File: src/rtl/arm_pkg.sv
// Shared ARM pipeline types and constants.
package arm_pkg;

    typedef enum logic [1:0] {IDLE, FETCH, HOLD, DISCARD} fetch_state_t;

    localparam logic [31:0] NOP_INSTR       = 32'h0000_0000;
    localparam logic [31:0] DEFAULT_PC_STEP = 32'd4;

endpackage

File: src/rtl/if_fetch_stage.sv
// Instruction-fetch stage: owns the PC, talks req/ack to instruction memory,
// and holds one fetched word until the pipeline takes it.
module if_fetch_stage
    import arm_pkg::*;
#(
    parameter logic [31:0] RESET_PC = 32'h0000_0000,
    parameter logic [31:0] PC_STEP  = DEFAULT_PC_STEP
) (
    input  logic        clk,
    input  logic        rst,
    input  logic        freeze,
    input  logic        branch_taken,
    input  logic [31:0] branch_addr,
    output logic        imem_req,
    output logic [31:0] imem_addr,
    input  logic        imem_ack,
    input  logic [31:0] imem_rdata,
    output logic [31:0] instruction_out,
    output logic [31:0] pc_out,
    output logic        fetch_stall
);

    // Memory handshake: imem_req rises with imem_addr and both hold until the
    // single-cycle imem_ack, which carries imem_rdata in the same cycle.
    fetch_state_t state;
    logic [31:0]  pc;
    logic [31:0]  req_addr;
    logic [31:0]  buf_instr;
    logic [31:0]  buf_pc;
    logic         buf_valid;

    always_ff @(posedge clk or posedge rst) begin
        if (rst) begin
            state     <= IDLE;
            pc        <= RESET_PC;
            req_addr  <= RESET_PC;
            buf_instr <= NOP_INSTR;
            buf_pc    <= 32'h0;
            buf_valid <= 1'b0;
        end else begin
            case (state)
                IDLE: begin
                    if (branch_taken) begin
                        pc       <= branch_addr;
                        req_addr <= branch_addr;
                    end else begin
                        req_addr <= pc;
                    end
                    buf_valid <= 1'b0;
                    state     <= FETCH;
                end
                FETCH: begin
                    if (branch_taken) begin
                        pc        <= branch_addr;
                        buf_valid <= 1'b0;
                        if (imem_ack) begin
                            req_addr <= branch_addr;
                            state    <= FETCH;
                        end else begin
                            // Request still outstanding at the stale address.
                            state <= DISCARD;
                        end
                    end else if (imem_ack) begin
                        buf_instr <= imem_rdata;
                        buf_pc    <= pc + PC_STEP;
                        buf_valid <= 1'b1;
                        pc        <= pc + PC_STEP;
                        state     <= HOLD;
                    end
                end
                HOLD: begin
                    if (branch_taken) begin
                        pc        <= branch_addr;
                        buf_valid <= 1'b0;
                        req_addr  <= branch_addr;
                        state     <= FETCH;
                    end else if (!freeze) begin
                        buf_valid <= 1'b0;
                        req_addr  <= pc;
                        state     <= FETCH;
                    end
                end
                DISCARD: begin
                    if (branch_taken) begin
                        pc        <= branch_addr;
                        buf_valid <= 1'b0;
                        if (imem_ack) begin
                            req_addr <= branch_addr;
                            state    <= FETCH;
                        end
                    end else if (imem_ack) begin
                        req_addr <= pc;
                        state    <= FETCH;
                    end
                end
                default: state <= IDLE;
            endcase
        end
    end

    assign imem_req        = (state == FETCH) || (state == DISCARD);
    assign imem_addr       = req_addr;
    assign instruction_out = buf_valid ? buf_instr : NOP_INSTR;
    assign pc_out          = buf_valid ? buf_pc : 32'h0;
    assign fetch_stall     = ~buf_valid;

endmodule

File: config.mk
export PLATFORM = sky130hd
export DESIGN_NAME = if_fetch_stage
export DESIGN_NICKNAME = d
export VERILOG_FILES = /design/src/rtl/arm_pkg.sv /design/src/rtl/if_fetch_stage.sv
export SDC_FILE = /design/constraint.sdc
export NUM_CORES = 1
export LEC_CHECK = 0
export ABC_CLOCK_PERIOD_IN_PS = 11800
export CAP_MARGIN = 20
export CORE_ASPECT_RATIO = 0.9
export CORE_UTILIZATION = 54
export DETAILED_ROUTE_END_ITERATION = 8
export GPL_TIMING_DRIVEN = 0
export HOLD_SLACK_MARGIN = 0.1
export PLACE_DENSITY_LB_ADDON = 0.15
export REMOVE_ABC_BUFFERS = 1
export SYNTH_ARGS = -nofsm -noshare
export SYNTH_HDL_FRONTEND = slang
export SYNTH_SLANG_ARGS = --single-unit
export TNS_END_PERCENT = 5
File: constraint.sdc
create_clock -name clk -period 11.8 [get_ports clk]
set_input_delay 1.77 -clock clk [delete_from_list [all_inputs] [get_ports clk]]
set_output_delay 1.77 -clock clk [all_outputs]
set_load 0.03 [all_outputs]
==> impl_metrics.json, run 1 <==
{
  "outcome": "complete, no violations",
  "ys_seq_elements": 131,
  "finalMaxSlewViolations": 0,
  "antenna_found_initial": 0,
  "grt_max_degree": 95,
  "finClkSkew_ps": 7.70,
  "final_common_cell": "clkdlybuf4s50_1",
  "worstMarginPinSlew_ps": 1030,
  "hp-class": "reg -> reg",
  "clk_latency_ps": 420,
  "cts_setup_buffers": 0,
  "p_leak_uw": 0.00356,
  "dp_hpwl_mm": 11.2,
  "drt-total-wl_mm": 16.9,
  "synth_warnings": 0,
  "grt_pass1_vias": 5463,
  "cts_inserted_buffers": 17,
  "vias": 5528,
  "cts_sinks": 131,
  "drive_gt1_frac": 0.110,
  "slew_headroom": 0.314,
  "netlist_instances": 688,
  "fin_nets": 892,
  "gp_congestion": 0.816,
  "fin_cells": 995,
  "wl_per_cell_um": 17.0,
  "startpoint_type": "primary input",
  "dieArea_um2": 12800,
  "fin_setup_tns_ps": 0,
  "worst_setup_path_end_kind": "register",
  "drtPass1Iterations": 5,
  "cts_buffer_depth": 2,
  "cts_tree": "yes",
  "area_delta_synth_final_pct": 34.6,
  "layout_min_cycle_time_ps": 4420,
  "fmax_mhz": 226,
  "async_flop_share": 1.00,
  "cap_violations": 0,
  "ios": 167,
  "fillers": 869,
  "powerDensity_nw_per_um2": 178,
  "cts_resized": 0,
  "setup_slack_ps": 7380,
  "finalSetupViolCount": 0,
  "slowest_delay_ps": 950,
  "synth_edf_count": 0,
  "ir_drop_uv": 123,
  "dp_slack_ps": 6960,
  "path_cells": "clkdlybuf4s50_1, nand3b_1, nor2_4, buf_12, buf_16, mux2_2",
  "hold_viol": 0,
  "cp.required_ps": 12090,
  "fin_crit_sh": 0.375,
  "post-route-drc-count": 0,
  "yosysSeqAreaShare": 0.490,
  "port_buffers": 166,
  "final_cell_mix": "165 x clkdlybuf4s50_1, 130 x dfrtp_1, 78 x nand2_1",
  "crit_slowest_cell": "nor2_4",
  "core_um2": 12100,
  "track_usage": 0.282,
  "grt-ovfl-total": 0,
  "syn_area_um2": 6690,
  "cts_hold_buf": 0,
  "grt_pass1_wl_mm": 27.8,
  "syn_area_per_cell_um2": 9.72,
  "path_max_fanout": 36,
  "place_inst": 961,
  "synthDistinctLibCells": 45,
  "cts_root_buf": "clkbuf_16",
  "die_y_um": 108,
  "antenna_left": 0,
  "start_util": 0.554,
  "die_w_um": 119,
  "grt_setup_unrepaired": "false",
  "htreeDepth": 4,
  "critPathKind": "in -> reg",
  "drt_iter0_markers": 370,
  "crit_arrival_ps": 4720,
  "clk_pin_slew_worst_paths_ps": 50,
  "rows": 38,
  "vias_per_cell": 5.56,
  "n_antenna_cell": 0,
  "synth_ff_type": "dfrtp_1"
}
## worst max-delay path: cells and delay by family
family,cells,cell delay (ps)
buf+inv,3,1050
simple gates,2,1510
mux,1,350
## cells in the mapped netlist, types with 2 or more instances
library cell	instances	area share
nor2b_1	4	0.0037
clkbuf_8	3	0.0062
or2_2	2	0.0019
and3_1	3	0.0028
xor2_1	29	0.038
dfrtp_1	131	0.49
and2_1	64	0.060
a22oi_1	31	0.035
clkbuf_1	40	0.022
mux2i_1	2	0.0030
buf_2	4	0.0030
nor2_1	49	0.027
buf_6	6	0.010
buf_4	3	0.0034
nor3_1	7	0.0052
mux2_2	38	0.064
nand3_1	25	0.019
nand3b_1	2	0.0022
o21ai_0	60	0.045
or3_1	2	0.0019
nand2_1	78	0.044
inv_1	5	0.0028
a21o_1	3	0.0034
nand4_1	12	0.011
nand2b_1	2	0.0019
clkbuf_2	2	0.0015
a21oi_1	31	0.023
nor4_1	7	0.0065
xnor2_1	27	0.035
## power breakdown
part           switching (uW)  total, uW  leakage, uW  internal [uW]
clock                     186        517     0.000285            331
sequential               72.0        625      0.00156            553
combinational             250        458      0.00172            208
total                     508       1600      0.00356           1090
## layer usage
layer | wire (um) | share of wire | vias up | track usage
li1 | - | - | 2611 | -
met1 | 7500 | 0.44 | 2651 | 0.383
met2 | 8010 | 0.47 | 244 | 0.455
met3 | 1210 | 0.071 | 22 | 0.0556
met4 | 203 | 0.012 | 0 | 0.0955
met5 | 0 | 0 | - | 0
## cell families (layout without fill, tap and decap cells)
kind of cell               after synthesis  in the layout  share of synthesized area
DFF                                    131            131                      0.490
and+or+nand+nor                        265            265                      0.202
adders and majority gates                1              1                    0.00187
muxes                                   40             40                     0.0670
xor gates and xnor gates                56             56                     0.0733
AOI/OAI and AO/OA                      131            131                      0.114
buffers and inverters                   64            211                     0.0524
## stage by stage
step	utilization	hold slack [ps]	total power, uW	instance area (um^2)
final	0.745	476	1600	9000
after global routing	0.745	506	1680	9000
after CTS	0.745	482	1610	8990
after detailed placement	0.696	470	1090	8400
after global placement	0.681	462	1070	8220
after floorplan	-	472	884	6360
## final cells by class
type | count | area [um^2] | area share
flip-flops and latches | 131 | 3280 | 0.364
multi-input cells | 493 | 3100 | 0.344
repair buffers | 174 | 1810 | 0.201
clock buffers | 23 | 488 | 0.0542
well taps | 160 | 200 | 0.0222
clock inverters | 9 | 103 | 0.0114
inverters | 5 | 23.8 | 0.00264
## worst paths after layout
check / start / to / slack, ps / cells after the start
max: imem_ack / buf_instr[18]$_DFFE_PP0P_ / 7380 / 6
min: imem_addr[20]$_DFFE_PP0P_ / imem_addr[20]$_DFFE_PP0P_ / 480 / 2
max reg2reg: state[0]$_DFFE_PP0P_ / buf_instr[18]$_DFFE_PP0P_ / 8620 / 5
min reg2reg: imem_addr[20]$_DFFE_PP0P_ / imem_addr[20]$_DFFE_PP0P_ / 480 / 2
max in group asynchronous: rst / buf_valid$_DFFE_PP0P_ / 9260 / 3
min in group asynchronous: rst / buf_instr[29]$_DFFE_PP0P_ / 1740 / 2
## flip-flops by register name, summed over array words and instances, names as in the netlist
| register | flops |
|---|---|
| buf_instr | 32 |
| buf_pc | 32 |
| imem_addr | 32 |
| pc | 32 |
| state | 2 |
| buf_valid | 1 |
No activity file was read; power rests on OpenSTA's default activity.
==> run 2: changes to the inputs <==
ABC_CLOCK_PERIOD_IN_PS = 4400   (was 11800)
CORE_UTILIZATION = 50   (was 54)
clock period = 4.4 ns   (was 11.8 ns; I/O delays follow)
==> impl_metrics.json, run 2 (synthesized netlist as in run 1, its figures left out) <==
{
  "fmax_mhz": 330,
  "gp_congestion": 0.774,
  "drt-total-wl_mm": 17.0,
  "track_usage": 0.262,
  "p_leak_uw": 0.00357,
  "design_area_um2": 9030,
  "slew_headroom": 0.256,
  "area_delta_synth_final_pct": 35.0,
  "critPathKind": "in -> reg",
  "drt_iter0_markers": 391,
  "n_antenna_cell": 0,
  "power_frac_comb": 0.288,
  "cts_setup_buffers": 0,
  "place_inst": 967,
  "drtPass1Iterations": 5,
  "grt_pass1_vias": 5463,
  "clk_latency_ps": 410,
  "path_max_fanout": 13,
  "cts_hold_buf": 0,
  "dieArea_um2": 13800,
  "antenna_found_initial": 0,
  "netSwitchingPower_uw": 1350,
  "sw_frac_of_total": 0.316,
  "worst_setup_path_end_kind": "register",
  "grtUsageMet2": 0.409,
  "hp-class": "reg -> reg",
  "grt-ovfl-total": 0,
  "wl_per_cell_um": 17.1,
  "final_cell_mix": "165 x clkdlybuf4s50_1, 130 x dfrtp_1, 78 x nand2_1",
  "cts_inserted_buffers": 17,
  "clk_pin_slew_worst_paths_ps": 50,
  "startpoint_type": "primary input",
  "finalSetupViolCount": 0,
  "post-route-drc-count": 0,
  "report.power.total_uw": 4280,
  "fin_nets": 892,
  "ios": 167,
  "final_common_cell": "clkdlybuf4s50_1",
  "outcome": "complete, no violations",
  "finalMaxSlewViolations": 0,
  "vias": 5508,
  "die_y_um": 112,
  "die_w_um": 124,
  "cts_buffer_depth": 2,
  "fin_crit_sh": 0.688,
  "placed_cell_area_um2": 8450,
  "grt_pass1_wl_mm": 27.6,
  "cp.required_ps": 4730,
  "power.share.clock": 0.320,
  "htreeDepth": 4,
  "intPower_uw": 2930,
  "start_util": 0.519,
  "drive_gt1_frac": 0.107,
  "dp_hpwl_mm": 11.5,
  "hold_viol": 0,
  "layout_min_cycle_time_ps": 3030,
  "fin_setup_tns_ps": 0,
  "grt_busiest_layer": "met2",
  "cap_violations": 0,
  "crit_arrival_ps": 3360,
  "finClkSkew_ps": 6.04,
  "ir_drop_uv": 290,
  "cts_tree": "yes",
  "p_seq_frac": 0.392,
  "grt_max_degree": 68,
  "worstMarginPinSlew_ps": 1110,
  "antenna_left": 0,
  "cts_sinks": 131,
  "grtUsageMet1": 0.353,
  "path_cells": "clkdlybuf4s50_1, nand3b_1, nor3_1, nand3_1, xor2_1, o21ai_0",
  "grtUsageMet3": 0.0630,
  "fin_cells": 999,
  "core_um2": 12900,
  "crit_slowest_cell": "nor3_1",
  "slowest_delay_ps": 970,
  "cts_root_buf": "clkbuf_16",
  "port_buffers": 166,
  "vias_per_cell": 5.51,
  "rows": 39,
  "grt_setup_unrepaired": "false",
  "powerDensity_nw_per_um2": 474,
  "cts_resized": 0
}
==> run 2: cell count changes in the layout (fill, tap and decap cells not counted) <==
cell	previous run	this run
clkbuf_1	2	5
clkinv_2	4	2
clkinvlp_4	3	0
buf_2	3	1
clkbuf_8	4	7
buf_12	3	4
bufinv_16	2	1
buf_16	3	4
==> run 2: worst max-delay path, delay by kind of cell <==
kind | cells | cell delay, ps
xor+xnor | 1 | 210
simple gates | 3 | 1780
buf+inv | 1 | 570
compound gates | 1 | 140
==> run 2: layout make-up <==
type                            instances  area, um^2
Clock buffer                           29         541
Tap cell                              164         205
Fill cell                             953        3850
Sequential cell                       131        3280
Timing Repair Buffer                  174        1850
Multi-Input combinational cell        493        3100
Clock inverter                          3        40.0
Inverter                                5        23.8
==> run 2: power groups by stage <==
stage	clock network [uW]	logic, uW	registers, uW
after floorplan	0	583	1790
after global placement	0	1180	1690
after detailed placement	0	1240	1700
after CTS	1390	1240	1680
after global routing	1460	1330	1720
final	1370	1230	1680
==> run 2: path summary, 6_finish.rpt <==
path / startpoint / endpoint / slack [ps] / cells after the start
max in group asynchronous: rst / buf_valid$_DFFE_PP0P_ / 2910 / 3
min: imem_addr[9]$_DFFE_PP0P_ / imem_addr[9]$_DFFE_PP0P_ / 480 / 2
max: imem_ack / pc[24]$_DFFE_PP0P_ / 1370 / 6
min reg2reg: imem_addr[9]$_DFFE_PP0P_ / imem_addr[9]$_DFFE_PP0P_ / 480 / 2
max reg2reg: state[0]$_DFFE_PP0P_ / pc[24]$_DFFE_PP0P_ / 1530 / 5
min in group asynchronous: rst / buf_instr[7]$_DFFE_PP0P_ / 720 / 2
==> run 2: stage by stage <==
stage	setup WS, ps	hold slack [ps]	utilization
after global placement	-4180	461	0.639
after CTS	1420	483	0.701
after floorplan	-783	472	-
final	1370	482	0.701
after detailed placement	1020	471	0.656
after global routing	1250	504	0.701
==> run 2: routing by layer <==
layer	up-vias	share of wire
met5	-	0
met4	0	0.015
met3	27	0.078
met2	227	0.46
met1	2636	0.45
li1	2618	-
